===== src/rtl/gnn_0_read_arbiter.sv =====
// rtl/gnn_0_read_arbiter.sv - round-robin sharing of one AXI read master between load units
// Each requester slot latches addr/size on its start pulse; one transfer is granted at a time.
module gnn_0_read_arbiter #(
   parameter int NUM_REQ            = 3,
   parameter int C_M_AXI_ADDR_WIDTH = 64,
   parameter int C_M_AXI_DATA_WIDTH = 512,
   parameter int C_XFER_SIZE_WIDTH  = 32,
   localparam int GW                = (NUM_REQ > 1) ? $clog2(NUM_REQ) : 1
) (
   input  logic                                    kernel_clk,
   input  logic                                    kernel_rst,
   input  logic [NUM_REQ-1:0]                      req_read_start,
   input  logic [NUM_REQ*C_M_AXI_ADDR_WIDTH-1:0]   req_xfer_start_addr,
   input  logic [NUM_REQ*C_XFER_SIZE_WIDTH-1:0]    req_xfer_size_in_bytes,
   output logic [NUM_REQ-1:0]                      req_read_done,
   output logic [NUM_REQ-1:0]                      req_data_tvalid,
   input  logic [NUM_REQ-1:0]                      req_data_tready,
   output logic [NUM_REQ-1:0]                      req_data_tlast,
   output logic [C_M_AXI_DATA_WIDTH-1:0]           req_data_tdata,
   output logic                                    m_read_start,
   input  logic                                    m_read_done,
   output logic [C_M_AXI_ADDR_WIDTH-1:0]           m_xfer_start_addr,
   output logic [C_XFER_SIZE_WIDTH-1:0]            m_xfer_size_in_bytes,
   input  logic                                    m_data_tvalid,
   input  logic                                    m_data_tlast,
   output logic                                    m_data_tready,
   input  logic [C_M_AXI_DATA_WIDTH-1:0]           m_data_tdata,
   output logic [GW-1:0]                           grant_id,
   output logic                                    busy,
   output logic [NUM_REQ-1:0]                      req_overflow
);

   typedef enum logic [1:0] {IDLE, ISSUE, STREAM, FINISH} state_t;

   state_t                          state;
   logic [NUM_REQ-1:0]              pending;
   logic [C_M_AXI_ADDR_WIDTH-1:0]   slot_addr [NUM_REQ];
   logic [C_XFER_SIZE_WIDTH-1:0]    slot_size [NUM_REQ];
   logic                            last_seen;
   logic                            done_seen;
   logic                            last_now;
   logic                            done_now;
   logic                            sel_valid;
   logic [GW-1:0]                   sel_id;
   logic                            grant_fire;
   int                              rr_dist;
   int                              rr_best;

   // Pending slot closest after the last grant (wrapping) wins.
   always_comb begin
      sel_valid = 1'b0;
      sel_id    = grant_id;
      rr_dist   = 0;
      rr_best   = NUM_REQ;
      for (int i = 0; i < NUM_REQ; i++) begin
         rr_dist = (i + 2*NUM_REQ - 1 - int'(grant_id)) % NUM_REQ;
         if (pending[i] && (rr_dist < rr_best)) begin
            rr_best   = rr_dist;
            sel_id    = GW'(i);
            sel_valid = 1'b1;
         end
      end
   end

   assign grant_fire = (state == IDLE) && sel_valid;

   always_comb begin
      req_data_tvalid = '0;
      req_data_tlast  = '0;
      m_data_tready   = 1'b0;
      if (state == STREAM) begin
         req_data_tvalid[grant_id] = m_data_tvalid;
         req_data_tlast[grant_id]  = m_data_tlast;
         m_data_tready             = req_data_tready[grant_id];
      end
   end

   assign last_now       = last_seen | (m_data_tvalid & m_data_tready & m_data_tlast);
   assign done_now       = done_seen | m_read_done;
   assign busy           = (state != IDLE);
   assign req_data_tdata = m_data_tdata;

   always_ff @(posedge kernel_clk) begin
      if (kernel_rst) begin
         state                <= IDLE;
         pending              <= '0;
         req_overflow         <= '0;
         last_seen            <= 1'b0;
         done_seen            <= 1'b0;
         grant_id             <= GW'(NUM_REQ-1);
         m_read_start         <= 1'b0;
         req_read_done        <= '0;
         m_xfer_start_addr    <= '0;
         m_xfer_size_in_bytes <= '0;
         for (int i = 0; i < NUM_REQ; i++) begin
            slot_addr[i] <= '0;
            slot_size[i] <= '0;
         end
      end else begin
         m_read_start  <= 1'b0;
         req_read_done <= '0;
         case (state)
            IDLE: begin
               if (sel_valid) begin
                  grant_id             <= sel_id;
                  pending[sel_id]      <= 1'b0;
                  m_xfer_start_addr    <= slot_addr[sel_id];
                  m_xfer_size_in_bytes <= slot_size[sel_id];
                  last_seen            <= 1'b0;
                  done_seen            <= 1'b0;
                  if (slot_size[sel_id] == '0) begin
                     state                 <= FINISH;
                     req_read_done[sel_id] <= 1'b1;
                  end else begin
                     state        <= ISSUE;
                     m_read_start <= 1'b1;
                  end
               end
            end
            ISSUE: state <= STREAM;
            STREAM: begin
               last_seen <= last_now;
               done_seen <= done_now;
               if (last_now && done_now) begin
                  state                   <= FINISH;
                  req_read_done[grant_id] <= 1'b1;
               end
            end
            default: state <= IDLE;
         endcase
         // Placed after the grant so a same-cycle re-pulse on the granted slot re-pends it.
         for (int i = 0; i < NUM_REQ; i++) begin
            if (req_read_start[i]) begin
               if (pending[i] && !(grant_fire && (sel_id == GW'(i)))) begin
                  req_overflow[i] <= 1'b1;
               end else begin
                  pending[i]   <= 1'b1;
                  slot_addr[i] <= req_xfer_start_addr[i*C_M_AXI_ADDR_WIDTH +: C_M_AXI_ADDR_WIDTH];
                  slot_size[i] <= req_xfer_size_in_bytes[i*C_XFER_SIZE_WIDTH +: C_XFER_SIZE_WIDTH];
               end
            end
         end
      end
   end

endmodule

===== config.mk =====
export PLATFORM = sky130hd
export DESIGN_NAME = gnn_0_read_arbiter
export DESIGN_NICKNAME = d
export VERILOG_FILES = /design/src/rtl/gnn_0_read_arbiter.sv
export SDC_FILE = /design/constraint.sdc
export NUM_CORES = 1
export LEC_CHECK = 0
export ABC_AREA = 1
export CORE_AREA = 3 3 552 554
export DETAILED_ROUTE_END_ITERATION = 6
export DIE_AREA = 0 0 555 557
export MAX_ROUTING_LAYER = met4
export PLACE_DENSITY_LB_ADDON = 0.25
export SLEW_MARGIN = 20
export SYNTH_ARGS = -nofsm -noshare
export SYNTH_HDL_FRONTEND = slang
export SYNTH_SLANG_ARGS = --single-unit

===== constraint.sdc =====
create_clock -name kernel_clk -period 24.8 [get_ports kernel_clk]
set_clock_uncertainty 0.2 [all_clocks]
set_input_delay 2.48 -clock kernel_clk [delete_from_list [all_inputs] [get_ports kernel_clk]]
set_output_delay 2.48 -clock kernel_clk [all_outputs]
set_load 0.1 [all_outputs]

Word level (Yosys, flattened, before mapping) --
Memory sizes are Yosys's and may differ from the RTL's. A register that Yosys moved wholly into a read port is not among the register bits. Cells that the tools add are included.
Storage, ports and cells: bits in latches 0, output and inout port bits 625, input bits 811, memory bits (read-only) 0, memories kept 2, register bits 48, bits in writable memories 288
Memory list:
- slot_addr | depth 3, bits a word 64, read ports 1, clocked after memory_dff 1, write ports 3, line 37 | logic [C_M_AXI_ADDR_WIDTH-1:0] slot_addr [NUM_REQ];
- slot_size | depth 3, bits a word 32, read ports 1, clocked after memory_dff 0, write ports 3, line 38 | logic [C_XFER_SIZE_WIDTH-1:0] slot_size [NUM_REQ];
Cells by class: multiplexer cells 57, div/mod/pow operators 3, bitwise logic cells 16, equality and inequality tests 6, $lt $le $gt $ge 7, multipliers 0, shifts and indexed selects 0, reduce and logical (&&, ||, !) cells 28, $add $sub $neg 3
Operators by type and width (number):
- $mux W64 | 3
- $mux W32 | 5
- $mod A32 B3 Y32 const B | 3
- $lt A32 B32 Y1 | 2
- $logic_not A32 Y1 | 1
- $lt A32 B3 Y1 const B | 1
- $mux W1 | 29
- $mux W3 | 7
- $logic_and A1 B1 Y1 | 13
- $mux W2 | 6
- $reduce_and A2 Y1 | 6
- $sub A3 B2 Y4 const A | 3
- $and A3 B3 Y3 | 3
- $or A1 B1 Y1 | 8
- $lt A2 B3 Y1 const B | 2
- $pmux W2 S3 | 1
- $pmux W3 S2 | 1
- $demux W1 S2 | 2
- $eq A2 B1 Y1 const B | 2
- $eq A2 B2 Y1 const B | 2
- $ge A2 B1 Y1 const B | 2
- $logic_not A2 Y1 | 2
- $pmux W1 S2 | 2
- $reduce_bool A2 Y1 | 2
- other kinds (8) | 12

Logic depth before layout (Yosys ltp) --
word-level depth 21, depth in mapped cells 41, mapped depth without buffers 41

Worst setup path before layout --
No wires, ideal clock.
path kind reg-to-reg, from register grant_id[1], to memory slot_addr[1][0] (enable), arrival 12.119 ns, path buffers 0, cell stages (with the launch flop) 29, setup slack 11.798 ns, path through dfxtp_1 > clkinv_1 > ha_1 > inv_1 > nor2_1 > ha_1 > a21oi_1 > and2_1 > nor2_1 > nor2_1 > nand3_1 > nand3_2 > nand4_1 > a21boi_0 > ha_1 > a21o_1 > a21oi_1 > o221ai_1 > a221oi_1 > nand2_1 > nand2_1 > nand3_4 > nand2_1 > inv_2 > nor2_4 > nand2_1 > nand2_1 > inv_2 > o21ai_0
RTL lines:
- start, declared | line 28 | output logic [GW-1:0] grant_id,
- start signal, assigned | line 90 | grant_id <= GW'(NUM_REQ-1);
- start signal, assigned | line 105 | grant_id <= sel_id;
- end, declared | line 37

==> results.toml <==
[run_status]
outcome = "completed"

[final_layout]
fin_nets = 3157
multi_input_comb_area_um2 = 5030
post_layout_nonfiller_instances = 6360
register_area_um2 = 10900
postLayoutCoreUtil_pct = 9.42
n_fill_cell = 34800
area_delta_synth_final_pct = 31.0
final_layout_size_suffix_gt1_share_pct = 6.45

[timing]
worst_hold_slack_ps = 274
final.setup.tns_ps = 0
max_slew_margin_pct = 23.3
final_report_hold_violation_count = 0
drv_slew = 0
maximum_frequency_from_static_timing_analysis_ghz = 0.116
rsz0062_at_grt = "no"
final_period_minus_worst_setup_slack_ps = 8640
setup_viol = 0
finalCritPeriodShare_pct = 34.8
max_slew.worst_pin.slew_ps = 1150

[floorplanning]
fp.dieH_um = 557
core_region_area_um2 = 300000
row_count = 201
ios = 1436
die-area_um2 = 309000
initial_cell_density_of_the_core_pct = 7.19
die_w_um = 555

[detailed_routing]
route.final.wire_length_um = 218000
routed-via-count = 15600
drt_pass1_iterations = 5
route.detailed.wl_per_inst_um = 34.2
drtAntennaViolNets = 0
drc = 0
first_iteration_detailed_routing_drc_count = 736
viasPerCell = 2.45

[place]
io_buffers = 411
post-dp-hpwl_um = 193000
gpl.final_weighted_congestion = 0.997
number_of_placed_instances_with_taps_included = 6219

[cts]
cts_hold_repair.buffers = 0
tritoncts.num_buffers = 51
postCtsSetupRepairBufs = 0
worstSkewPairLatency_ps = 670
htree_num_levels = 2
clk_pin_slew_ps = 60
post_cts_resize_count = 0
cts_tree = "done"
clk_root_buffer_cell = "clkbuf_16"
clk_path_buf_depth = 3
sink_count_of_the_clock_tree = 400

[logic_synthesis]
synth_sequential_area_ratio_pct = 50.5
synth-warning-count = 0
synth.ff_latch_count = 400
synthesis.area_um2 = 21600
syn_avg_cell_area_um2 = 8.83
synthDistinctLibCells = 39
synthesis.instances = 2444

[worst_setup_path]
worst_path_max_fanout = 168
worst_ep_required_time_ps = 24970
crit_path_max_incr_delay_ps = 730
criticalPathCategory = "reg -> reg"
timing.critical_path.arrival_ps = 8810
setup.worst_path.end_class = "register"
critPathSlowestCell = "buf_4"
startpoint_type = "register"

[power]
p_total_uw = 3070
p_leak_uw = 0.0106
vdd.ir_drop.worst_v = 0.0000706
cell_pwr_density_nw_per_um2 = 109

[global_routing]
gr-total-overflow = 0
antenna_found_initial = 48
grtUsageTotal_pct = 13.9
grt_pass1_wl_um = 254000
maximum_number_of_pins_on_one_net_before_global_route_repair = 169
via_count_of_the_first_global_routing_pass = 16000

[worst_hold_path]
worst_min_delay_path_category = "reg -> reg"

[job]
count_of_max_cap_constraint_violations = 0
[layer usage]
metal,global-route usage (%),up-vias,wire [um]
li1,-,7037,-
met2,23.6,1402,107000
met3,18.6,93,64200
met1,7.70,7033,43800
met4,1.72,0,2560
met5,-,-,0
[synthesized netlist by cell type (all sizes together)]
cell,number,area (um^2)
a211oi,1,7.51
a21boi,6,45.0
a21o,2,15.0
a21oi,113,566
a221oi,2,17.5
a31o,1,8.76
a31oi,64,400
and2,2,13.8
and3,1,6.26
buf,553,4110
clkbuf,62,236
clkinv,1,3.75
conb,1,3.75
dfxtp,112,2240
edfxtp,288,8650
ha,32,400
inv,364,1370
nand2,278,1050
nand3,18,125
nand4,35,219
nor2,390,1470
nor3,4,20.0
o211ai,1,7.51
o21a,3,22.5
o21ai,108,552
o221ai,1,8.76
o22ai,1,12.5
[kinds of logic (layout without fill, tap and decap cells)]
kind of cell | count (synthesis) | after routing | synth area share, %
buffers and inverters | 980 | 891 | 26.5
adders and majority gates | 32 | 32 | 1.86
DFF | 400 | 400 | 50.5
other | 1 | 48 | 0.0174
AOI/OAI and AO/OA | 303 | 303 | 7.71
and+or+nand+nor | 728 | 728 | 13.5
[worst max-delay path, delay by kind of cell (launching register included)]
family | cells | cell delay [ps]
simple gates | 13 | 1990
fa+ha+maj | 3 | 1140
buf+inv | 5 | 2400
flops | 1 | 520
compound gates | 9 | 1730
[through the flow]
| step | setup WS [ps] | instance area [um^2] |
|---|---|---|
| global route | 15230 | 28300 |
| finish | 16160 | 28300 |
| floorplan | 11800 | 21600 |
| detailed placement | 16030 | 26400 |
| global placement | 15660 | 26500 |
| CTS | 16040 | 28100 |
[registers in the layout, summed over array words and instances (netlist names)]
name	count
slot_addr	192
slot_size	96
m_xfer_start_addr	64
m_xfer_size_in_bytes	32
pending	3
req_overflow	3
req_read_done	3
grant_id	2
state	2
done_seen	1
last_seen	1
m_read_start	1
[cells in the final DEF, fill, tap and decap left out, types with 4 or more instances in the layout]
cell and count:
a21boi_0 6, nor2_1 387, clkinv_1 5, nand4_1 35, clkinv_2 8, nor3_1 4
dfxtp_1 112, nand2_1 276, clkbuf_8 5, buf_2 4, clkbuf_1 15, clkdlybuf4s50_1 378
clkbuf_16 51, inv_1 358, diode_2 46, bufinv_16 4, a31oi_1 64, o21ai_4 5
o21ai_0 102, ha_1 32, a21oi_1 113, buf_4 47, nand3_1 14, inv_2 4
edfxtp_1 288
[where the power goes]
| group | switching, uW | internal, uW |
|---|---|---|
| registers | 66.3 | 866 |
| logic | 1070 | 288 |
| clock network | 331 | 441 |
| total | 1470 | 1600 |
[worst paths after layout]
path / start / to / slack [ps] / depth (start not counted)
max: grant_id[1]$_SDFFE_PP1N_ / slot_size[0][15]$_SDFFCE_PN0P_ / 16160 / 30
min: last_seen$_SDFFE_PP0P_ / last_seen$_SDFFE_PP0P_ / 270 / 2
max reg2reg: grant_id[1]$_SDFFE_PP1N_ / slot_size[0][15]$_SDFFCE_PN0P_ / 16160 / 30
min reg2reg: last_seen$_SDFFE_PP0P_ / last_seen$_SDFFE_PP0P_ / 270 / 2
[layout make-up]
| cell class | instances | share of cell area, % |
|---|---|---|
| flip-flops and latches | 400 | 38.5 |
| multi-input cells | 1065 | 17.8 |
| well taps | 3958 | 17.5 |
| repair buffers | 431 | 14.8 |
| clock buffers | 71 | 4.96 |
| inverters | 365 | 4.86 |
| clock inverters | 24 | 1.06 |
| diodes | 46 | 0.407 |
(Power assumes the default switching activity.)
